$ cat config.mk
export PLATFORM = sky130hd
export DESIGN_NAME = teller_dispatcher
export DESIGN_NICKNAME = d
export VERILOG_FILES = /design/src/rtl/teller_dispatcher.sv
export SDC_FILE = /design/constraint.sdc
export NUM_CORES = 1
export LEC_CHECK = 0
export CORE_MARGIN = 2
export CORE_UTILIZATION = 53
export CTS_CLUSTER_DIAMETER = 100
export DETAILED_ROUTE_END_ITERATION = 10
export GPL_TIMING_DRIVEN = 1
export HOLD_SLACK_MARGIN = 0.06
export PLACE_DENSITY = 0.84
export SKIP_CTS_REPAIR_TIMING = 1
export SLEW_MARGIN = 20
export SYNTH_ARGS = -nofsm -noshare
export SYNTH_HDL_FRONTEND = slang
export SYNTH_SLANG_ARGS = --single-unit
$ cat constraint.sdc
create_clock -name clk1 -period 2.5 [get_ports clk1]
set_input_delay 0.75 -clock clk1 [delete_from_list [all_inputs] [get_ports clk1]]
set_output_delay 0.75 -clock clk1 [all_outputs]
set_load 0.01 [all_outputs]
$ cat src/rtl/teller_dispatcher.sv
// teller_dispatcher: calls the head-of-queue customer to a free, staffed teller window
// in round-robin order and keeps track of which tellers are serving a customer.
//
// Ports:
//   clk1     in   system clock, rising edge
//   rst1     in   asynchronous active-low reset
//   pcount   in   queue occupancy from the person counter (0-7)
//   tenable  in   teller staffed flags, bit i = teller i
//   tdone    in   one-cycle "customer finished" pulse per teller
//   out1     out  one-cycle dequeue pulse to the person counter
//   tcall    out  one-hot call to the granted teller, coincident with out1
//   tbusy    out  teller i is serving a customer
//   Tcount   out  staffed-teller count for the waiting-time ROM, saturated to 1-3
//   nostaff  out  no teller is staffed
module teller_dispatcher #(
  parameter int unsigned HOLD_CYCLES = 1  // 1-7
) (
  input  logic       clk1,
  input  logic       rst1,
  input  logic [2:0] pcount,
  input  logic [2:0] tenable,
  input  logic [2:0] tdone,
  output logic       out1,
  output logic [2:0] tcall,
  output logic [2:0] tbusy,
  output logic [1:0] Tcount,
  output logic       nostaff
);

  typedef enum logic [1:0] {StIdle, StGrant, StHold} state_e;

  state_e     r_state;
  logic [1:0] r_rr_ptr;
  logic [1:0] r_winner;
  logic [2:0] r_hold_cnt;

  logic [2:0] w_free;
  logic [1:0] w_start;
  logic [1:0] w_cand [3];
  logic [1:0] w_winner;
  logic       w_found;
  logic [1:0] w_pop;
  logic [2:0] w_busy_next;

  function automatic logic [1:0] inc3(input logic [1:0] v);
    return (v == 2'd2) ? 2'd0 : v + 2'd1;
  endfunction

  // Teller is free when staffed and idle; a same-cycle tdone does not count yet.
  assign w_free  = tenable & ~tbusy;
  assign w_start = inc3(r_rr_ptr);

  always_comb begin
    w_cand[0] = w_start;
    w_cand[1] = inc3(w_start);
    w_cand[2] = inc3(w_cand[1]);
    w_found   = 1'b0;
    w_winner  = 2'd0;
    // Scan lowest priority first so the highest-priority free teller is written last.
    for (int i = 2; i >= 0; i--) begin
      if (w_free[w_cand[i]]) begin
        w_found  = 1'b1;
        w_winner = w_cand[i];
      end
    end
  end

  assign w_pop = {1'b0, tenable[0]} + {1'b0, tenable[1]} + {1'b0, tenable[2]};

  // tdone clears independently; a grant sets its teller on the edge leaving GRANT.
  always_comb begin
    w_busy_next = tbusy & ~tdone;
    if (r_state == StGrant) begin
      w_busy_next = w_busy_next | (3'b001 << r_winner);
    end
  end

  always_ff @(posedge clk1 or negedge rst1) begin
    if (!rst1) begin
      r_state    <= StIdle;
      r_rr_ptr   <= 2'd2;
      r_winner   <= 2'd0;
      r_hold_cnt <= 3'd0;
      out1       <= 1'b0;
      tcall      <= 3'b000;
      tbusy      <= 3'b000;
      Tcount     <= 2'd1;
      nostaff    <= 1'b1;
    end else begin
      Tcount  <= (w_pop == 2'd0) ? 2'd1 : w_pop;
      nostaff <= (tenable == 3'b000);
      tbusy   <= w_busy_next;
      case (r_state)
        StIdle: begin
          // Never dequeue from an empty queue.
          if ((pcount != 3'd0) && w_found) begin
            r_winner <= w_winner;
            out1     <= 1'b1;
            tcall    <= 3'b001 << w_winner;
            r_state  <= StGrant;
          end
        end
        StGrant: begin
          out1       <= 1'b0;
          tcall      <= 3'b000;
          r_rr_ptr   <= r_winner;
          r_hold_cnt <= 3'd0;
          r_state    <= StHold;
        end
        StHold: begin
          // Give the person counter time to settle before the next decision.
          if (r_hold_cnt == 3'(HOLD_CYCLES - 1)) begin
            r_hold_cnt <= 3'd0;
            r_state    <= StIdle;
          end else begin
            r_hold_cnt <= r_hold_cnt + 3'd1;
          end
        end
        default: r_state <= StIdle;
      endcase
    end
  end

endmodule

==> reports/results.txt, run 1 <==
Status - complete, no violations
Yosys cell types - 31
Antenna-violating nets left - 0
Total track usage - 0.228
Non-Filler Instances - 142
Mean post-synth cell area - 10.6 µm²
Post-Place Cell Area - 1220 µm²
CP Data Arrival Time - 1360 ps
Reg area - 479 µm²
# fillers - 149
CP endpoint kind - primary output
Yosys reg bits - 19
DP Worst Slack - 179 ps
GP Congestion - 0.790
Skew final - 4.56 ps
Pre-Repair DR Iteration Count - 4
DP HPWL - 1.59 mm
Crit share post-route - 0.844
CTS buffer count - 3
Nature of the critical path startpoint - flop
DRC Markers - 0
CTS tree - yes
Die area - 2220 µm²
Via density - 5.52
Depth of the CTS H-tree - 1
Total grt overflow - 0
Sequential power share - 0.404
Buffers and inverters on the worst path - 1
PortBufs - 20
Comb power frac - 0.467
Period minus WS final - 2110 ps
Multi-input gate area - 437 µm²
Cell total after placement - 138
Cell family with most CP delay - buffers and inverters
Synth Instances - 93
Total power - 1.20 mW
Initial antenna violation count - 0
Routed wire length - 2.12 mm
# IOs - 21
Clock share of power - 0.129
Via count - 784
WHS - 530 ps
Net Sw Frac - 0.386
Initial DRC count - 16
Layout net count - 135
Setup violators final - 0
Clk sinks - 19
Final Hold Viols - 0
RSZ-0062 raised after global routing - false
Reg clk slew, reported paths - 100 ps
Design Area, Final - 1240 µm²
Vias in the first global route - 769
Die Height - 47.1 µm
Internal power - 0.740 mW
Synth Cell Area - 985 µm²
Synthesis Warnings - 0
Total negative slack - 0 ps
Fin. max-slew vios - 0
Slowest CP cell - clkdlybuf4s50_1
FP Rows - 15
CTS Buffer Depth - 2
Starting density of the core - 0.564
Root Buffer - clkbuf_4
Crit Path Category - reg -> out
Fraction of layout cells with a size suffix above 1 - 0.120
Maximum vdd ir drop - 0.000606 V
Area growth, synth to finish - 26.4%
CP peak stage delay - 590 ps
Post-synthesis sequential area ratio - 0.487
LEAKAGE - 0.554 nW
Worst min path class - reg -> reg
Max_cap viols - 0
WL/cell - 14.9 µm
Power Density - 967 nW/µm²
Post-Syn Nets - 110
Worst path cell trace - clkdlybuf4s50_1
NetSw - 0.464 mW
F_max - 0.474 GHz
ANT cells - 0
Required time of the critical path - 1750 ps
Slew HR - 0.711
Die span in x - 47.1 µm
Global-route wire length before repair - 3.48 mm
CP max FO - 6
Core Util, Final - 0.713
Worst slew pin tran - 428 ps
Largest net degree at the start of global routing - 20
Clock Latency Late Sink - 300 ps
CORE AREA - 1750 µm²
Final worst-path setup slack - 390 ps
Yosys cell counts, drive strengths merged:
cell type	instances	area, µm²
o41a	1	12.5
nor2	2	7.51
o32ai	1	8.76
a21boi	3	22.5
dfstp	3	78.8
o31ai	1	7.51
o21ai	10	53.8
o22ai	3	18.8
nor2b	2	17.5
a22o	3	26.3
nand2	7	26.3
dfrtp	16	400
or4b	2	20.0
buf	1	5.00
or2	1	6.26
or3	1	6.26
o41ai	1	16.3
o311ai	1	26.3
and2b	1	10.0
inv	17	63.8
mux2i	1	10.0
fa	1	20.0
ha	5	62.6
and2	1	6.26
nor3	3	15.0
nand3	2	10.0
nor3b	2	15.0
mux2	1	11.3
layout by cell type, fill, tap and decap left out, drive strengths merged, types with 2 or more instances in the layout:
master         synthesis  layout
nor3                   3       3
a22o                   3       3
nor2                   2       2
nand2                  7       7
clkbuf                 0       4
a21boi                 3       3
nor3b                  2       2
or4b                   2       2
o21ai                 10      10
inv                   17      17
o22ai                  3       3
ha                     5       5
dfrtp                 16      16
nor2b                  2       2
clkdlybuf4s50          0      20
nand3                  2       2
dfstp                  3       3
power by group through the flow:
stage               sequential (mW)  combinational, mW  clock, mW
finish                        0.487              0.562      0.155
CTS                           0.485              0.561      0.160
global placement              0.484              0.533          0
global route                  0.497              0.608      0.173
detailed placement            0.492              0.548          0
floorplan                     0.496              0.331          0
layout make-up:
cell class	count	share of cell area
inverters	17	0.0513
well taps	25	0.0251
repair buffers	21	0.167
clock buffers	4	0.0211
multi-input cells	56	0.351
flip-flops and latches	19	0.385
layer usage:
layer	share of wire	track usage
met1	0.45	0.286
met2	0.50	0.392
met3	0.035	0.0269
met4	0.018	0.100
met5	0	0
registers in the layout (all words and copies together) (netlist names):
register / flops
tcall: 3
r_rr_ptr: 2
r_hold_cnt: 3
nostaff: 1
Tcount: 2
out1: 1
tbusy: 3
r_winner: 2
r_state: 2
path summary, 6_finish.rpt:
path                            slack, ps            end  depth (start not counted)       start
worst max-delay path                  390       tbusy[1]                          1    tbusy[1]
worst min-delay path                  530       tcall[0]                          1    tcall[0]
worst max register to register        690     r_state[1]                          6  r_state[1]
worst min register to register        530       tcall[0]                          1    tcall[0]
max in group asynchronous            1470    r_rr_ptr[1]                          2        rst1
min in group asynchronous             760  r_hold_cnt[2]                          2        rst1
cell families after synthesis:
group           count (synthesis)  synth area share
buf+inv                        18            0.0699
simple gates                   24             0.142
compound gates                 24             0.196
fa+ha+maj                       6            0.0839
mux                             2            0.0216
flops                          19             0.487
Note: power is estimated with default switching activity, not from simulation.
==> inputs of run 2 (changes only) <==
Settings changed: CORE_UTILIZATION 53 to 44, PLACE_DENSITY 0.84 to 0.74.
Clock period 2.5 ns to 1.9 ns, I/O delays scaled along.
==> run 2 against run 1 <==
  * Design area grew 4.4%
  * Global-route usage shrank 5.2 points
  * Wire length shrank 8.7%
  * Via count shrank 2.2%
  * Power grew 32%
  * Critical endpoint unchanged
==> reports/results.txt, run 2 (synthesis gave the netlist of run 1 again) <==
RSZ-0062 raised after global routing - false
# fillers - 207
Initial antenna violation count - 0
CTS Buffer Depth - 2
CP max FO - 6
Fraction of layout cells with a size suffix above 1 - 0.171
Status - complete, no violations
CORE AREA - 2170 µm²
Cell total after placement - 146
Final worst-path setup slack - 54.0 ps
Die Height - 51.3 µm
Worst slew pin tran - 336 ps
Die area - 2630 µm²
Clk sinks - 19
Non-Filler Instances - 151
FP Rows - 17
Comb power frac - 0.474
NetSw - 0.590 mW
CP peak stage delay - 550 ps
DP Worst Slack - -196 ps
ANT cells - 0
Largest registers - r_hold_cnt (3), tbusy (3), tcall (3)
Fin. max-slew vios - 0
Reg clk slew, reported paths - 110 ps
Area growth, synth to finish - 32.0%
Reg area - 480 µm²
WL/cell - 12.8 µm
Setup violators final - 0
Via count - 767
CTS tree - yes
Slowest CP cell - clkdlybuf4s50_1
Multi-input gate area - 437 µm²
Maximum vdd ir drop - 0.000584 V
Pre-Repair DR Iteration Count - 4
Buffers and inverters on the worst path - 1
Post-Place Cell Area - 1260 µm²
Most common cell after layout, fill and taps aside - clkdlybuf4s50_1
Initial DRC count - 12
Worst min path class - reg -> reg
Required time of the critical path - 1330 ps
Starting density of the core - 0.454
LEAKAGE - 0.603 nW
Final Hold Viols - 0
F_max - 0.542 GHz
Antenna-violating nets left - 0
Crit share post-route - 0.972
Slew HR - 0.774
WHS - 516 ps
Worst path cell trace - clkdlybuf4s50_1
Clock share of power - 0.127
CP endpoint kind - primary output
Total negative slack - 0 ps
Crit Path Category - reg -> out
Total grt overflow - 0
Sequential power share - 0.399
Skew final - 5.44 ps
Global-route wire length before repair - 3.40 mm
Clock Latency Late Sink - 290 ps
Layout net count - 141
Internal power - 1.00 mW
Total track usage - 0.176
Power Density - 1230 nW/µm²
Via density - 5.08
PortBufs - 20
Die span in x - 51.3 µm
DP HPWL - 1.47 mm
CTS buffer count - 3
Root Buffer - clkbuf_4
Nature of the critical path startpoint - flop
GP Congestion - 0.760
Depth of the CTS H-tree - 1
Max_cap viols - 0
# IOs - 21
Commonest cells after routing, fill and taps aside - clkdlybuf4s50_1, inv_1, dfrtp_1
Routed wire length - 1.93 mm
Largest net degree at the start of global routing - 20
Design Area, Final - 1300 µm²
Cell family with most CP delay - buffers and inverters
CP Data Arrival Time - 1280 ps
Period minus WS final - 1850 ps
Net Sw Frac - 0.370
Vias in the first global route - 784
DRC Markers - 0
## run 2: worst paths after layout
kind / slack, ps / start / end / depth (start not counted)
setup reg to reg: 160 / r_state[0] / r_state[1] / 6
setup / recovery: 50 / tbusy[1] / tbusy[1] / 1
max in group asynchronous: 1040 / rst1 / r_rr_ptr[1] / 2
hold reg to reg: 520 / r_rr_ptr[1] / r_rr_ptr[1] / 2
hold / removal: 520 / r_rr_ptr[1] / r_rr_ptr[1] / 2
min in group asynchronous: 600 / rst1 / r_state[1] / 2
## run 2: through the flow
stage	power (mW)	util
after floorplan	1.09	-
after global placement	1.37	0.581
after detailed placement	1.39	0.581
after CTS	1.59	0.593
after global routing	1.72	0.599
final	1.59	0.599
## run 2: layout make-up
class	count	area share
clock buffers	4	0.0202
flip-flops and latches	19	0.370
well taps	28	0.0269
repair buffers	27	0.198
multi-input cells	56	0.336
inverters	17	0.0491
## run 2: per-layer routing
layer | track usage | wire [µm] | vias to the layer above
met5 | 0 | 0 | -
met1 | 0.243 | 923 | 368
met4 | 0.0658 | 14 | 0
li1 | - | - | 381
met2 | 0.273 | 936 | 16
met3 | 0.0351 | 59 | 2
## run 2: power by group through the flow
stage / logic [mW] / registers, mW / clock network, mW
5_1_grt: 0.847 / 0.657 / 0.220
3_5_place_dp: 0.742 / 0.643 / 0
6_report: 0.755 / 0.637 / 0.202
4_1_cts: 0.747 / 0.638 / 0.209
2_1_floorplan: 0.436 / 0.652 / 0
3_3_place_gp: 0.729 / 0.644 / 0
==> inputs of run 3 (changes only) <==
--- a/constraint.sdc
+++ b/constraint.sdc
@@ -3,2 +3,2 @@
 set_output_delay 0.57 -clock clk1 [all_outputs]
-set_load 0.01 [all_outputs]
+set_load 0.1 [all_outputs]
==> run 3 against run 2 <==
  * Final cell count fell by 2.0%
  * Power rose by 39%
  * Clock skew fell by 4.6 ps
  * Via count rose by 1.0%
  * Highest routed layer unchanged
  * Combinational power rose by 75%
  * Critical path depth rose by 3
  * Flip-flop and latch count did not move
  * Largest power group unchanged
==> reports/results.txt, run 3 (synthesis gave the netlist of run 1 again) <==
FF-to-FF path depth - 6
Total grt overflow - 0
Initial DRC count - 25
Via density - 5.24
Non-Filler Instances - 148
Slew HR - 0.778
Vias in the first global route - 835
# IOs - 21
Fin. max-slew vios - 0
Pre-Repair DR Iteration Count - 4
FP Rows - 17
Die span in x - 51.3 µm
Flop-to-flop setup slack - 160 ps
Crit Path Category - in -> reg
CTS tree - yes
Die Height - 51.3 µm
NetSw - 1.09 mW
CP max FO - 5
Die area - 2630 µm²
Commonest cells after routing, fill and taps aside - inv_1, dfrtp_1, clkdlybuf4s50_1, buf_12, o21ai_0
Hold Crit Start - r_rr_ptr[1]
Crit share post-route - 0.949
Setup violators final - 0
WL/cell - 13.8 µm
Core Util, Final - 0.634
WHS Path Cells - 2
Root Buffer - clkbuf_4
Starting density of the core - 0.454
Initial antenna violation count - 0
PortBufs - 20
Period minus WS final - 1800 ps
Status - complete, no violations
Final Hold Viols - 0
GP Congestion - 0.814
Sequential power share - 0.307
F_max - 0.555 GHz
Routed wire length - 2.04 mm
Max_cap viols - 0
Most common cell after layout, fill and taps aside - inv_1
Largest registers - r_hold_cnt (3), tbusy (3), tcall (3)
Comb power frac - 0.597
Crit Reg-Reg Endpoint - r_state[1]
Via count - 775
RSZ-0062 raised after global routing - false
Power Density - 1610 nW/µm²
Fraction of layout cells with a size suffix above 1 - 0.258
Reg clk slew, reported paths - 110 ps
Net Sw Frac - 0.492
Global-route wire length before repair - 3.56 mm
Worst min path class - reg -> reg
Antenna-violating nets left - 0
ANT cells - 0
Clock share of power - 0.097
Area growth, synth to finish - 39.8%
Reg2reg start - r_state[1]
Clock Latency Late Sink - 310 ps
CTS Buffer Depth - 2
CP endpoint kind - flop
Nature of the critical path startpoint - input pin
CTS buffer count - 3
Worst slew pin tran - 332 ps
Clk sinks - 19
Required time of the critical path - 2100 ps
CP Data Arrival Time - 2000 ps
Cell total after placement - 144
Depth of the CTS H-tree - 1
CORE AREA - 2170 µm²
DRC Markers - 0
LEAKAGE - 0.618 nW
Total track usage - 0.185
Internal power - 1.13 mW
Maximum vdd ir drop - 0.00111 V
Layout net count - 138
Skew final - 0.795 ps
DP HPWL - 1.60 mm
Hold EP - r_rr_ptr[1]
Largest net degree at the start of global routing - 20
[run 3: cell types whose count changed in the layout (fill, tap and decap cells not counted)]
cell             previous run  this run
dlymetal6s2s_1              2         0
clkdlybuf4s50_1            18        10
clkinv_2                    0         1
clkbuf_1                    1         0
buf_12                      0        10
dfrtp_1                    15        13
buf_4                       7         4
dfrtp_2                     1         3
[run 3: per-layer routing]
| metal | share of wire | vias to the layer above | global-route usage |
|---|---|---|---|
| met5 | 0 | - | 0 |
| met4 | 0.0088 | 0 | 0.0658 |
| met3 | 0.054 | 3 | 0.0409 |
| met2 | 0.51 | 29 | 0.327 |
| met1 | 0.42 | 369 | 0.220 |
| li1 | - | 374 | - |
[run 3: worst max-delay path by stage]
stage	slack, ps	depth (start not counted)	endpoint	startpoint
detailed placement	-220	4	r_winner[0]	tenable[1]
global placement	-190	5	tcall[2]	tenable[1]
CTS	110	5	tcall[2]	tenable[1]
floorplan	220	3	r_winner[0]	tbusy[0]
global route	50	5	tcall[2]	tenable[2]
finish	100	4	r_winner[0]	tenable[1]
[run 3: critical path, stage by stage]
cell and delay (ps):
clkdlybuf4s50_1 480, nor2b_2 230, o311ai_4 360, mux2_1 360
[run 3: layout make-up]
type / instances / area (µm²)
fillers: 187 / 793
flip-flops and latches: 19 / 483
multi-input cells: 56 / 437
repair buffers: 24 / 330
inverters: 17 / 63.8
well taps: 28 / 35.0
clock buffers: 3 / 22.5
clock inverters: 1 / 5.00
[run 3: power groups by stage]
stage	sequential (mW)	combinational (mW)	clock [mW]
after global placement	0.683	1.31	0
final	0.680	1.32	0.214
after floorplan	1.09	0.437	0
after global routing	0.699	1.40	0.236
after CTS	0.680	1.33	0.219
after detailed placement	0.687	1.32	0
[run 3: stage by stage]
step	setup TNS, ps	cell area, µm²	hold slack, ps	worst slack, ps	power, mW
2_1_floorplan	0	988	274	223	1.53
3_3_place_gp	-1040	1350	486	-185	1.99
3_5_place_dp	-1350	1350	488	-219	2.01
4_1_cts	0	1380	508	109	2.23
5_1_grt	0	1380	545	51.0	2.34
6_report	0	1380	505	97.8	2.22
